<file path="config.mk">
export PLATFORM = sky130hd
export DESIGN_NAME = psram_usr_arb
export DESIGN_NICKNAME = d
export VERILOG_FILES = /design/src/rtl/psram_pkg.sv /design/src/rtl/psram_rr_arb2.sv /design/src/rtl/psram_usr_arb.sv
export SDC_FILE = /design/constraint.sdc
export NUM_CORES = 1
export LEC_CHECK = 0
export CAP_MARGIN = 30
export CORE_AREA = 5 5 119 121
export DETAILED_ROUTE_END_ITERATION = 16
export DIE_AREA = 0 0 124 126
export PLACE_DENSITY = 0.75
export SKIP_CTS_REPAIR_TIMING = 1
export SLEW_MARGIN = 20
export SYNTH_ARGS = -nofsm -noshare
export SYNTH_HDL_FRONTEND = slang
export SYNTH_HIERARCHICAL = 1
export SYNTH_SLANG_ARGS = --single-unit
</file>
<file path="constraint.sdc">
create_clock -name aclk -period 3 [get_ports aclk]
set_input_delay 0.9 -clock aclk [delete_from_list [all_inputs] [get_ports aclk]]
set_output_delay 0.9 -clock aclk [all_outputs]
set_load 0.03 [all_outputs]
</file>
<file path="src/rtl/psram_pkg.sv">
// Shared PSRAM definitions: user-interface arbiter states and timing constants.
package psram_pkg;

    localparam int AXI4_DATA_WIDTH = 32;
    localparam int DRAIN_CYCLES    = 1;

    typedef enum logic [1:0] {
        IDLE  = 2'd0,
        OWN0  = 2'd1,
        OWN1  = 2'd2,
        DRAIN = 2'd3
    } arb_state_t;

endpackage

</file>
<file path="src/rtl/psram_rr_arb2.sv">
// Two-way round-robin pick: one-hot grant plus the pointer value to store on a win.
module psram_rr_arb2 (
    input  logic [1:0] req,
    input  logic       rr_q,
    output logic [1:0] gnt,
    output logic       rr_nxt
);

    // The loser of a win becomes the favoured port for the next contention.
    always_comb begin
        gnt    = 2'b00;
        rr_nxt = rr_q;
        case (req)
            2'b01: begin
                gnt    = 2'b01;
                rr_nxt = 1'b1;
            end
            2'b10: begin
                gnt    = 2'b10;
                rr_nxt = 1'b0;
            end
            2'b11: begin
                if (rr_q) begin
                    gnt    = 2'b10;
                    rr_nxt = 1'b0;
                end else begin
                    gnt    = 2'b01;
                    rr_nxt = 1'b1;
                end
            end
            default: begin
                gnt    = 2'b00;
                rr_nxt = rr_q;
            end
        endcase
    end

endmodule

</file>
<file path="src/rtl/psram_usr_arb.sv">
// Shares the PSRAM user interface between two requesters; a grant owns the
// interface for a whole burst, followed by one idle cycle for CE recovery.
module psram_usr_arb
    import psram_pkg::*;
#(
    parameter int USR_ADDR_WIDTH = 23,
    parameter int DATA_WIDTH     = AXI4_DATA_WIDTH
) (
    input  logic                      aclk,
    input  logic                      aresetn,
    input  logic                      req0_req_i,
    output logic                      req0_gnt_o,
    input  logic                      req0_xfer_start_i,
    input  logic                      req0_wen_i,
    input  logic [7:0]                req0_wlen_i,
    input  logic [USR_ADDR_WIDTH-1:0] req0_addr_i,
    input  logic [DATA_WIDTH/8-1:0]   req0_bm_i,
    input  logic [DATA_WIDTH-1:0]     req0_dat_i,
    output logic [DATA_WIDTH-1:0]     req0_dat_o,
    output logic                      req0_wready_o,
    output logic                      req0_rvalid_o,
    input  logic                      req1_req_i,
    output logic                      req1_gnt_o,
    input  logic                      req1_xfer_start_i,
    input  logic                      req1_wen_i,
    input  logic [7:0]                req1_wlen_i,
    input  logic [USR_ADDR_WIDTH-1:0] req1_addr_i,
    input  logic [DATA_WIDTH/8-1:0]   req1_bm_i,
    input  logic [DATA_WIDTH-1:0]     req1_dat_i,
    output logic [DATA_WIDTH-1:0]     req1_dat_o,
    output logic                      req1_wready_o,
    output logic                      req1_rvalid_o,
    output logic                      usr_xfer_start_o,
    output logic                      usr_wen_o,
    output logic [7:0]                usr_wlen_o,
    output logic [USR_ADDR_WIDTH-1:0] usr_addr_o,
    output logic [DATA_WIDTH/8-1:0]   usr_bm_o,
    output logic [DATA_WIDTH-1:0]     usr_dat_o,
    input  logic [DATA_WIDTH-1:0]     usr_dat_i,
    input  logic                      usr_wready_i,
    input  logic                      usr_rvalid_i,
    output logic                      busy_o
);

    arb_state_t state_q, state_d;
    logic       rr_q, rr_d;
    logic [7:0] len_q, len_d;
    logic [8:0] beat_cnt_q, beat_cnt_d;
    logic       busy_q, busy_d;
    logic [1:0] arb_gnt_s;
    logic       arb_rr_nxt_s;
    logic       beat_s;
    logic       idle_s;

    psram_rr_arb2 u_rr_arb2 (
        .req    ({req1_req_i, req0_req_i}),
        .rr_q   (rr_q),
        .gnt    (arb_gnt_s),
        .rr_nxt (arb_rr_nxt_s)
    );

    assign idle_s     = (state_q == IDLE);
    assign beat_s     = usr_wready_i | usr_rvalid_i;
    assign req0_gnt_o = idle_s & arb_gnt_s[0];
    assign req1_gnt_o = idle_s & arb_gnt_s[1];
    assign busy_o     = busy_q;
    assign req0_dat_o = usr_dat_i;
    assign req1_dat_o = usr_dat_i;

    // Ownership FSM; the 9-bit beat counter lets a 256-beat burst finish without wrapping.
    always_comb begin
        state_d    = state_q;
        rr_d       = rr_q;
        len_d      = len_q;
        beat_cnt_d = beat_cnt_q;
        case (state_q)
            IDLE: begin
                if (arb_gnt_s[0]) begin
                    state_d    = OWN0;
                    len_d      = req0_wlen_i;
                    beat_cnt_d = 9'd0;
                    rr_d       = arb_rr_nxt_s;
                end else if (arb_gnt_s[1]) begin
                    state_d    = OWN1;
                    len_d      = req1_wlen_i;
                    beat_cnt_d = 9'd0;
                    rr_d       = arb_rr_nxt_s;
                end else begin
                    state_d = IDLE;
                end
            end
            OWN0, OWN1: begin
                if (beat_s) begin
                    beat_cnt_d = beat_cnt_q + 9'd1;
                    if (beat_cnt_q == {1'b0, len_q}) begin
                        state_d = DRAIN;
                    end else begin
                        state_d = state_q;
                    end
                end else begin
                    state_d = state_q;
                end
            end
            DRAIN:   state_d = IDLE;
            default: state_d = IDLE;
        endcase
        busy_d = (state_d == OWN0) || (state_d == OWN1);
    end

    // State registers.
    always_ff @(posedge aclk or negedge aresetn) begin
        if (!aresetn) begin
            state_q    <= IDLE;
            rr_q       <= 1'b0;
            len_q      <= 8'd0;
            beat_cnt_q <= 9'd0;
            busy_q     <= 1'b0;
        end else begin
            state_q    <= state_d;
            rr_q       <= rr_d;
            len_q      <= len_d;
            beat_cnt_q <= beat_cnt_d;
            busy_q     <= busy_d;
        end
    end

    // Downstream mux and handshake gating; everything is quiet without an owner.
    always_comb begin
        usr_xfer_start_o = 1'b0;
        usr_wen_o        = 1'b0;
        usr_wlen_o       = 8'd0;
        usr_addr_o       = {USR_ADDR_WIDTH{1'b0}};
        usr_bm_o         = {(DATA_WIDTH/8){1'b0}};
        usr_dat_o        = {DATA_WIDTH{1'b0}};
        req0_wready_o    = 1'b0;
        req0_rvalid_o    = 1'b0;
        req1_wready_o    = 1'b0;
        req1_rvalid_o    = 1'b0;
        case (state_q)
            OWN0: begin
                usr_xfer_start_o = req0_xfer_start_i;
                usr_wen_o        = req0_wen_i;
                usr_wlen_o       = req0_wlen_i;
                usr_addr_o       = req0_addr_i;
                usr_bm_o         = req0_bm_i;
                usr_dat_o        = req0_dat_i;
                req0_wready_o    = usr_wready_i;
                req0_rvalid_o    = usr_rvalid_i;
            end
            OWN1: begin
                usr_xfer_start_o = req1_xfer_start_i;
                usr_wen_o        = req1_wen_i;
                usr_wlen_o       = req1_wlen_i;
                usr_addr_o       = req1_addr_i;
                usr_bm_o         = req1_bm_i;
                usr_dat_o        = req1_dat_i;
                req1_wready_o    = usr_wready_i;
                req1_rvalid_o    = usr_rvalid_i;
            end
            default: begin
                usr_xfer_start_o = 1'b0;
            end
        endcase
    end

endmodule

</file>
==> results.sh, run 1 <==
export IMPL_outcome="completed"
export IMPL_r2r_slack_ns=0.41
export IMPL_netlist_instances=364
export IMPL_seq_power_share_pct=11.7
export IMPL_grt_pass1_vias=3229
export IMPL_syn_area_um2=2890
export IMPL_grt_usage_pct=14.4
export IMPL_port_buffers=219
export IMPL_routabilityCongestion=0.803
export IMPL_ios=316
export IMPL_min_period_over_period_pct=94.0
export IMPL_cts_made_buffers=3
export IMPL_p_clk_share_pct=7.1
export IMPL_arrival_ns=1.92
export IMPL_p_per_area_nw_per_um2=827
export IMPL_yosys_register_bits=21
export IMPL_antenna_found_initial=0
export IMPL_slowest_delay_ns=0.41
export IMPL_async_flop_share_pct=100
export IMPL_peakVddDrop_v=0.000387
export IMPL_cts_tree="built"
export IMPL_worstRegToRegCells=6
export IMPL_wl_met1_um=4620
export IMPL_yosysWarningCount=6
export IMPL_worstPathCellList="inv_1, ha_2, buf_4, nor2b_1, buf_12"
export IMPL_yosysTopAreaCell="dfrtp_1"
export IMPL_hold_start="len_q[0]"
export IMPL_cp_start_kind="register"
export IMPL_syn_num_nets=544
export IMPL_netlist_top_cells_count="70 x nor2b_1, 69 x a22oi_1, 64 x buf_4"
export IMPL_leakage_nw=1.84
export IMPL_area_delta_synth_final_pct=67.3
export IMPL_crit_path_end_kind="primary output"
export IMPL_grt_first_pass_wirelength_um=18100
export IMPL_wl_met2_um=6170
export IMPL_grt_overflow=0
export IMPL_rsz0062_at_grt="no"
export IMPL_dp_cells=673
export IMPL_synth_flop_cell="dfrtp_1"
export IMPL_num_vias=3180
export IMPL_fill_cells=1289
export IMPL_drtAntennaViolNets=0
export IMPL_routed_top_layer="met4"
export IMPL_synth_cell_type_count=38
export IMPL_whs_path_depth=2
export IMPL_synth_yosys_seq_area_share_pct=18.2
export IMPL_setup_violations_final=0
export IMPL_wl_um=11900
export IMPL_synth_avg_cell_area_um2=7.95
export IMPL_dieArea_um2=15600
export IMPL_cap_violations=0
export IMPL_synth_most_common_cell="nor2b_1"
export IMPL_fin_setup_tns_ns=0
export IMPL_slew_viol_final=0
export IMPL_skew_ns=0.00333
export IMPL_synth_edf_count=0
export IMPL_r2r_start="state_q[0]"
export IMPL_p_int_mw=1.98
export IMPL_r2r_end="beat_cnt_q[5]"
export IMPL_htreeDepth=1
export IMPL_worstSetupPathType="register to primary output"
export IMPL_min_to="len_q[0]"
export IMPL_power_switching_mw=2.03
export IMPL_fin_util_pct=37.3
export IMPL_clock_root_buffer="clkbuf_16"
export IMPL_nets=682
export IMPL_cp_required_ns=2.10
export IMPL_drt_iter0_drc=121
export IMPL_post_route_min_period_ns=2.82
export IMPL_worstPathMaxFanout=51
export IMPL_hold_violations=0
export IMPL_whs_ns=0.504
export IMPL_swShare_pct=50.6
export IMPL_clk_pin_slew_ns=0.06
export IMPL_cts_buffer_depth=2
export IMPL_ys_top_cells_by_area="dfrtp_1 18%, a22oi_1 18%, buf_4 17%"
export IMPL_hold_path_class="register to register"
export IMPL_clock_latency_ns=0.26
export IMPL_dp_hpwl_um=9830
export IMPL_maxSlewHeadroom_pct=58.3
export IMPL_initial_utilization_pct=22.3
export IMPL_rows=42
export IMPL_yosysTopAreaCellShare_pct=18.2
export IMPL_grt_max_degree=72
export IMPL_wl_met3_um=982
export IMPL_finalNonFillerCells=677
export IMPL_slowest_stage="dfrtp_1"
export IMPL_p_comb_share_pct=81.1
export IMPL_drive_gt1_share_pct=19.8
export IMPL_dieHeight_um=126
export IMPL_fp_dieW_um=124
export IMPL_tightest_slew_ns=0.622
export IMPL_core_area_um2=13000
export IMPL_via_per_inst=4.70
export IMPL_timing_fmax_ghz=0.355
export IMPL_routedWlPerCell_um=17.6
export IMPL_clock_sinks=21
export IMPL_drc=0
export IMPL_first_pass_iters=4
export IMPL_num_antenna_cells=0
-- placed cells by master, fill, tap and decap left out, types with 2 or more instances in the layout --
master           instances
clkdlybuf4s50_1        144
buf_4                   71
nor2b_1                 70
a22oi_1                 69
dfrtp_1                 21
buf_12                  14
nand2_1                 11
o31ai_1                 10
o21ai_0                 10
xnor2_1                  9
o211ai_1                 9
mux2i_1                  8
and2_1                   7
nand3_1                  5
nand2b_1                 4
inv_1                    4
nand4_1                  3
or4b_1                   3
ha_2                     3
clkbuf_16                3
nor2_1                   2
or3_1                    2
o21ai_1                  2
nand3b_1                 2
-- final cells by class --
type | instances | area [um^2] | area share [%]
timing repair buffer | 229 | 2250 | 46.6
multi-input combinational | 243 | 1750 | 36.1
sequential | 21 | 526 | 10.9
tap | 176 | 220 | 4.55
clock buffer | 3 | 75.1 | 1.55
inverter | 4 | 15.0 | 0.310
clock inverter | 1 | 5.00 | 0.103
-- metrics by stage --
stage / total power [mW] / cell area, um^2 / setup WS (ns)
2_1_floorplan: 2.70 / 2890 / 0.148
3_5_place_dp: 3.75 / 4760 / 0.139
3_3_place_gp: 3.69 / 4760 / 0.191
6_report: 4.01 / 4840 / 0.180
4_1_cts: 4.05 / 4840 / 0.153
5_1_grt: 4.27 / 4840 / 0.0291
-- layer usage --
| layer | track usage, % | vias up |
|---|---|---|
| met3 | 4.71 | 16 |
| met4 | 2.45 | 0 |
| met1 | 17.1 | 1478 |
| met2 | 25.4 | 171 |
| li1 | - | 1515 |
| met5 | 0 | - |
-- power groups by stage --
stage	clock, mW	sequential (mW)	combinational (mW)
after floorplan	0	0.454	2.24
after global placement	0	0.470	3.22
after detailed placement	0	0.473	3.28
after CTS	0.290	0.470	3.29
after global routing	0.301	0.483	3.48
final	0.286	0.469	3.25
-- registers in the layout, indices dropped and copies added (netlist names) --
register	cells
beat_cnt_q	9
len_q	8
state_q	2
busy_o	1
rr_q	1
-- cells by family (layout without fill, tap and decap cells) --
kind of cell | Yosys count | after routing | synth area share (%)
and+or+nand+nor | 114 | 114 | 24.8
AOI/OAI and AO/OA | 107 | 107 | 27.7
buffers and inverters | 100 | 237 | 21.8
DFF | 21 | 21 | 18.2
xor gates and xnor gates | 9 | 9 | 2.72
muxes | 9 | 9 | 3.16
adders and majority gates | 4 | 4 | 1.73
-- worst max-delay path, delay by kind of cell (launching register included) --
family / cells / cell delay [ns]
flops: 1 / 0.41
fa+ha+maj: 1 / 0.33
simple gates: 1 / 0.28
buf+inv: 3 / 0.62
-- worst max path at each step --
stage / from / to / depth (start not counted)
after global placement: req0_req_i / beat_cnt_q[2] / 7
after CTS: state_q[0] / usr_wlen_o[5] / 5
final: state_q[0] / usr_wlen_o[5] / 5
after floorplan: req0_req_i / req0_gnt_o / 3
after detailed placement: req0_req_i / beat_cnt_q[5] / 7
after global routing: state_q[0] / usr_dat_o[25] / 5
Power figures use the tool's default switching activity.
==> run 2, diff against run 1 <==
- GPL_TIMING_DRIVEN: default -> 0
==> run 2 against run 1 <==
Core utilization up 9.3 points. Non-clock buffer count up 151. First-iteration DRC count up 50%. Via count up 18%. Routed wire length up 30%. Combinational power up 11%. Final cell count up 22%. Clock skew about the same. Critical path type is now input port to primary output. Critical endpoint is now req1_gnt_o. Highest routed layer unchanged.
==> results.sh, run 2 (synthesis results as in run 1) <==
export IMPL_outcome="completed"
export IMPL_p_per_area_nw_per_um2=721
export IMPL_cts_tree="built"
export IMPL_crit_top_cell="and2_1"
export IMPL_fill_cells=1278
export IMPL_crit_path_end_kind="primary output"
export IMPL_wl_um=15500
export IMPL_drive_gt1_share_pct=23.6
export IMPL_core_area_um2=13000
export IMPL_clk_pin_slew_ns=0.06
export IMPL_post_route_min_period_ns=2.94
export IMPL_top_register="beat_cnt_q"
export IMPL_arrival_ns=2.04
export IMPL_grt_first_pass_wirelength_um=22900
export IMPL_hold_start="len_q[5]"
export IMPL_maxSlewHeadroom_pct=57.0
export IMPL_grt_pass1_vias=4018
export IMPL_ios=316
export IMPL_slowest_delay_ns=0.53
export IMPL_drtAntennaViolNets=0
export IMPL_fp_dieW_um=124
export IMPL_via_per_inst=4.54
export IMPL_first_pass_iters=4
export IMPL_port_buffers=283
export IMPL_hold_violations=0
export IMPL_final_cell_mix="208 x clkdlybuf4s50_1, 70 x nor2b_1, 69 x a22oi_1, 66 x buf_4, 55 x clkbuf_2"
export IMPL_cp_required_ns=2.10
export IMPL_num_vias=3762
export IMPL_drc=0
export IMPL_clock_sinks=21
export IMPL_routedWlPerCell_um=18.7
export IMPL_fin_setup_tns_ns=0
export IMPL_r2r_end="len_q[6]"
export IMPL_dieHeight_um=126
export IMPL_routabilityCongestion=0.832
export IMPL_num_antenna_cells=0
export IMPL_tightest_slew_ns=0.641
export IMPL_cp_start_kind="input port"
export IMPL_initial_utilization_pct=22.3
export IMPL_hold_path_class="register to register"
export IMPL_slowest_stage="clkdlybuf4s50_1"
export IMPL_min_period_over_period_pct=98.1
export IMPL_peakVddDrop_v=0.000285
export IMPL_cts_made_buffers=3
export IMPL_grt_overflow=0
export IMPL_worstPathCellList="clkdlybuf4s50_1, and2_1, and2_1, clkbuf_2"
export IMPL_crit_family="buffers and inverters"
export IMPL_leakage_nw=2.98
export IMPL_grt_max_degree=22
export IMPL_grt_usage_pct=18.6
export IMPL_drt_iter0_drc=182
export IMPL_power_total_mw=4.36
export IMPL_r2r_slack_ns=0.93
export IMPL_cap_violations=0
export IMPL_cts_buffer_depth=2
export IMPL_antenna_found_initial=0
export IMPL_largest_reg_flops=9
export IMPL_top_regs="beat_cnt_q x9, len_q x8, state_q x2"
export IMPL_setup_violations_final=0
export IMPL_whs_path_depth=2
export IMPL_r2r_start="rr_q"
export IMPL_htreeDepth=1
export IMPL_clock_root_buffer="clkbuf_16"
export IMPL_worstPathMaxFanout=4
export IMPL_dp_hpwl_um=13100
export IMPL_min_to="len_q[5]"
export IMPL_nets=833
export IMPL_skew_ns=0.00357
export IMPL_slew_viol_final=0
export IMPL_clock_latency_ns=0.26
export IMPL_dieArea_um2=15600
export IMPL_worstRegToRegCells=5
export IMPL_final_common_cell="clkdlybuf4s50_1"
export IMPL_worstSetupPathType="input port to primary output"
export IMPL_area_delta_synth_final_pct=109
export IMPL_critPathBufInv=2
export IMPL_rows=42
export IMPL_timing_fmax_ghz=0.340
## run 2: changes by cell type in the layout (fill, tap and decap cells not counted), moves of 2 or more
cell / before / now
clkdlybuf4s50_1: 144 / 208
clkbuf_2: 0 / 55
dlymetal6s2s_1: 0 / 34
buf_12: 14 / 1
buf_2: 0 / 7
buf_4: 71 / 66
buf_6: 0 / 3
clkbuf_4: 0 / 3
ha_2: 3 / 0
ha_4: 0 / 3
clkbuf_1: 0 / 2
dfrtp_1: 21 / 19
dfrtp_2: 0 / 2
## run 2: layer usage
metal	vias up	global-route usage, %	part of all wire, %
met4	0	3.61	1.9
met3	21	3.72	5.7
met5	-	0	0
met2	145	34.5	54
met1	1779	22.0	38
li1	1817	-	-
## run 2: how the worst max path moves through the flow
stage               startpoint        endpoint  slack (ns)  cells after the start
finish              req1_req_i      req1_gnt_o        0.06                      4
global route        state_q[0]  usr_addr_o[17]       -0.03                      6
CTS                 req0_req_i      req0_gnt_o       -1.04                      5
detailed placement  req0_req_i      req0_gnt_o       -1.03                      5
global placement    req0_req_i      req0_gnt_o       -1.03                      5
floorplan           req0_req_i      req0_gnt_o        0.15                      3
## run 2: where the power goes
part	total [mW]	leakage [nW]	internal [mW]	switching, mW
Clock	0.285	0.0409	0.179	0.106
Combinational	3.60	2.67	1.50	2.10
Sequential	0.468	0.270	0.381	0.0874
Total	4.36	2.98	2.06	2.29
## run 2: area by class of cell
cell class,instances,area [um^2],area share [%]
multi-input combinational,243,1790,29.6
clock buffer,3,75.1,1.24
timing repair buffer,286,2750,45.5
clock inverter,1,5.00,0.0828
buffer,94,661,10.9
sequential,21,528,8.74
tap,176,220,3.64
inverter,4,15.0,0.248
## run 2: per-stage QoR
step	area, um^2	hold WS (ns)	setup WS (ns)	cells	util, %
after floorplan	2890	0.470	0.148	364	-
after global placement	5950	0.490	-1.03	823	45.8
after detailed placement	5950	0.500	-1.03	823	45.8
after CTS	6030	0.513	-1.04	827	46.4
after global routing	6040	0.529	-0.0283	828	46.6
final	6040	0.510	0.0564	828	46.6
## run 2: tightest hold or removal path, stage by stage, from the launching register on
cell,delay (ns)
dfrtp_1,0.36
nand2_1,0.05
o21ai_0,0.06
==> run 3, diff against run 2 <==
- CORE_AREA: 5 5 119 121 -> 2 2 123 125
- DIE_AREA: 0 0 124 126 -> 0 0 125 127
- PLACE_DENSITY: 0.75 -> 0.69
==> run 3 against run 2 <==
Count of clock-buffer cells in the layout is the same. Critical path depth grew 1. Flip-flop and latch count unchanged. Via count up 1.4%. Combinational power is 2% higher. Clock power is 4% higher. Core utilization down 3.7 points. Register-to-register slack got worse by 0.08 ns. Routed wire length shrank 3.3%. Critical endpoint is now req0_gnt_o.
==> results.sh, run 3 (synthesis results as in run 1) <==
export IMPL_final_common_cell="clkdlybuf4s50_1"
export IMPL_r2r_slack_ns=0.85
export IMPL_outcome="completed"
export IMPL_cap_violations=0
export IMPL_clock_latency_ns=0.26
export IMPL_nets=831
export IMPL_dieArea_um2=15900
export IMPL_startpoint="req1_req_i"
export IMPL_grt_busiest_layer="met2"
export IMPL_crit_path_end_kind="primary output"
export IMPL_setup_violations_final=0
export IMPL_crit_end="req0_gnt_o"
export IMPL_first_pass_iters=4
export IMPL_p_per_area_nw_per_um2=719
export IMPL_htreeDepth=1
export IMPL_routedWlPerCell_um=18.0
export IMPL_slowest_stage="clkdlybuf4s50_1"
export IMPL_cts_tree="built"
export IMPL_timing_final_ws_setup_ns=0.00438
export IMPL_crit_family="buffers and inverters"
export IMPL_hold_violations=0
export IMPL_clk_pin_slew_ns=0.06
export IMPL_hold_path_class="register to register"
export IMPL_rsz0062_at_grt="yes"
export IMPL_critPathBufInv=3
export IMPL_routabilityCongestion=0.840
export IMPL_pre_cts_ws_ns=-1.11
export IMPL_grt_overflow=0
export IMPL_ios=316
export IMPL_initial_utilization_pct=20.1
export IMPL_num_antenna_cells=0
export IMPL_dp_cells=831
export IMPL_via_per_inst=4.57
export IMPL_use_met2_pct=32.1
export IMPL_wl_um=15000
export IMPL_grt_pass1_vias=4063
export IMPL_timing_fmax_ghz=0.334
export IMPL_slowest_delay_ns=0.47
export IMPL_leakage_nw=3.29
export IMPL_fin_setup_tns_ns=0
export IMPL_dp_hpwl_um=12300
export IMPL_skew_ns=0.00462
export IMPL_slew_viol_final=0
export IMPL_worstSetupPathType="input port to primary output"
export IMPL_maxSlewHeadroom_pct=54.4
export IMPL_cts_made_buffers=3
export IMPL_fin_util_pct=42.9
export IMPL_port_buffers=283
export IMPL_whs_ns=0.510
export IMPL_drtAntennaViolNets=0
export IMPL_top_regs="beat_cnt_q x9, len_q x8, state_q x2"
export IMPL_area_delta_synth_final_pct=114
export IMPL_grt_usage_pct=17.6
export IMPL_clock_sinks=21
export IMPL_fp_dieW_um=125
export IMPL_cp_required_ns=2.10
export IMPL_top_register="beat_cnt_q"
export IMPL_cts_buffer_depth=2
export IMPL_critical_path_cell_count=5
export IMPL_num_vias=3815
export IMPL_worstPathMaxFanout=10
export IMPL_r2r_start="rr_q"
export IMPL_final_cell_mix="207 x clkdlybuf4s50_1, 70 x nor2b_1, 69 x a22oi_1, 64 x buf_4, 54 x dlymetal6s2s_1"
export IMPL_post_route_min_period_ns=3.00
export IMPL_cp_start_kind="input port"
export IMPL_r2r_end="len_q[6]"
export IMPL_rows=44
export IMPL_antenna_found_initial=0
export IMPL_grt_use_met1_pct=20.7
export IMPL_peakVddDrop_v=0.000275
export IMPL_drc=0
export IMPL_largest_reg_flops=9
export IMPL_drive_gt1_share_pct=20.5
export IMPL_min_period_over_period_pct=99.9
export IMPL_finalNonFillerCells=834
export IMPL_clock_root_buffer="clkbuf_16"
export IMPL_worstPathCellList="clkdlybuf4s50_1, a21boi_4, buf_12, and2_4, buf_6"
export IMPL_drt_iter0_drc=165
export IMPL_core_area_um2=14400
export IMPL_grt_met3_usage_pct=3.60
export IMPL_worstRegToRegCells=5
export IMPL_arrival_ns=2.10
export IMPL_grt_max_degree=22
export IMPL_grt_first_pass_wirelength_um=22300
export IMPL_dieHeight_um=127
export IMPL_tightest_slew_ns=0.679
## run 3: changes by cell type in the layout (fill, tap and decap cells not counted), sizes merged
cell           previous run  this run
buf                      78        77
dlymetal6s2s             34        54
clkdlybuf4s50           208       207
clkbuf                   63        43
## run 3: worst min-delay path by stage
stage | start | to | slack, ns | depth (start not counted)
final | len_q[5] | len_q[5] | 0.51 | 2
after global routing | len_q[6] | len_q[6] | 0.54 | 2
after floorplan | len_q[0] | len_q[0] | 0.47 | 2
after detailed placement | len_q[5] | len_q[5] | 0.50 | 2
after CTS | len_q[5] | len_q[5] | 0.51 | 2
after global placement | len_q[5] | len_q[5] | 0.49 | 2
## run 3: tightest hold or removal path, stage by stage, from the launching register on
cell	delay, ns
dfrtp_1	0.36
nand2_1	0.05
o21ai_0	0.06
## run 3: layer usage
| layer | wire (um) | part of all wire, % | vias up |
|---|---|---|---|
| met3 | 915 | 6.1 | 23 |
| li1 | - | - | 1810 |
| met2 | 8060 | 54 | 162 |
| met4 | 315 | 2.1 | 0 |
| met5 | 0 | 0 | - |
| met1 | 5680 | 38 | 1820 |
## run 3: cell type report
cell class	count	area [um^2]
sequential	21	528
multi-input combinational	243	1790
buffer	94	663
tap	184	230
fill	1464	8240
inverter	4	15.0
timing repair buffer	284	2880
clock buffer	3	75.1
clock inverter	1	5.00
## run 3: power breakdown
group	leakage (nW)	internal [mW]	switching, mW
combinational	2.98	1.57	2.11
sequential	0.270	0.381	0.0909
clock	0.0409	0.180	0.118
total	3.29	2.13	2.32
## run 3: stage by stage
stage / cell area (um^2) / total power, mW
2_1_floorplan: 2890 / 2.70
3_3_place_gp: 5960 / 4.05
3_5_place_dp: 5960 / 4.11
4_1_cts: 6040 / 4.43
5_1_grt: 6180 / 4.74
6_report: 6180 / 4.45
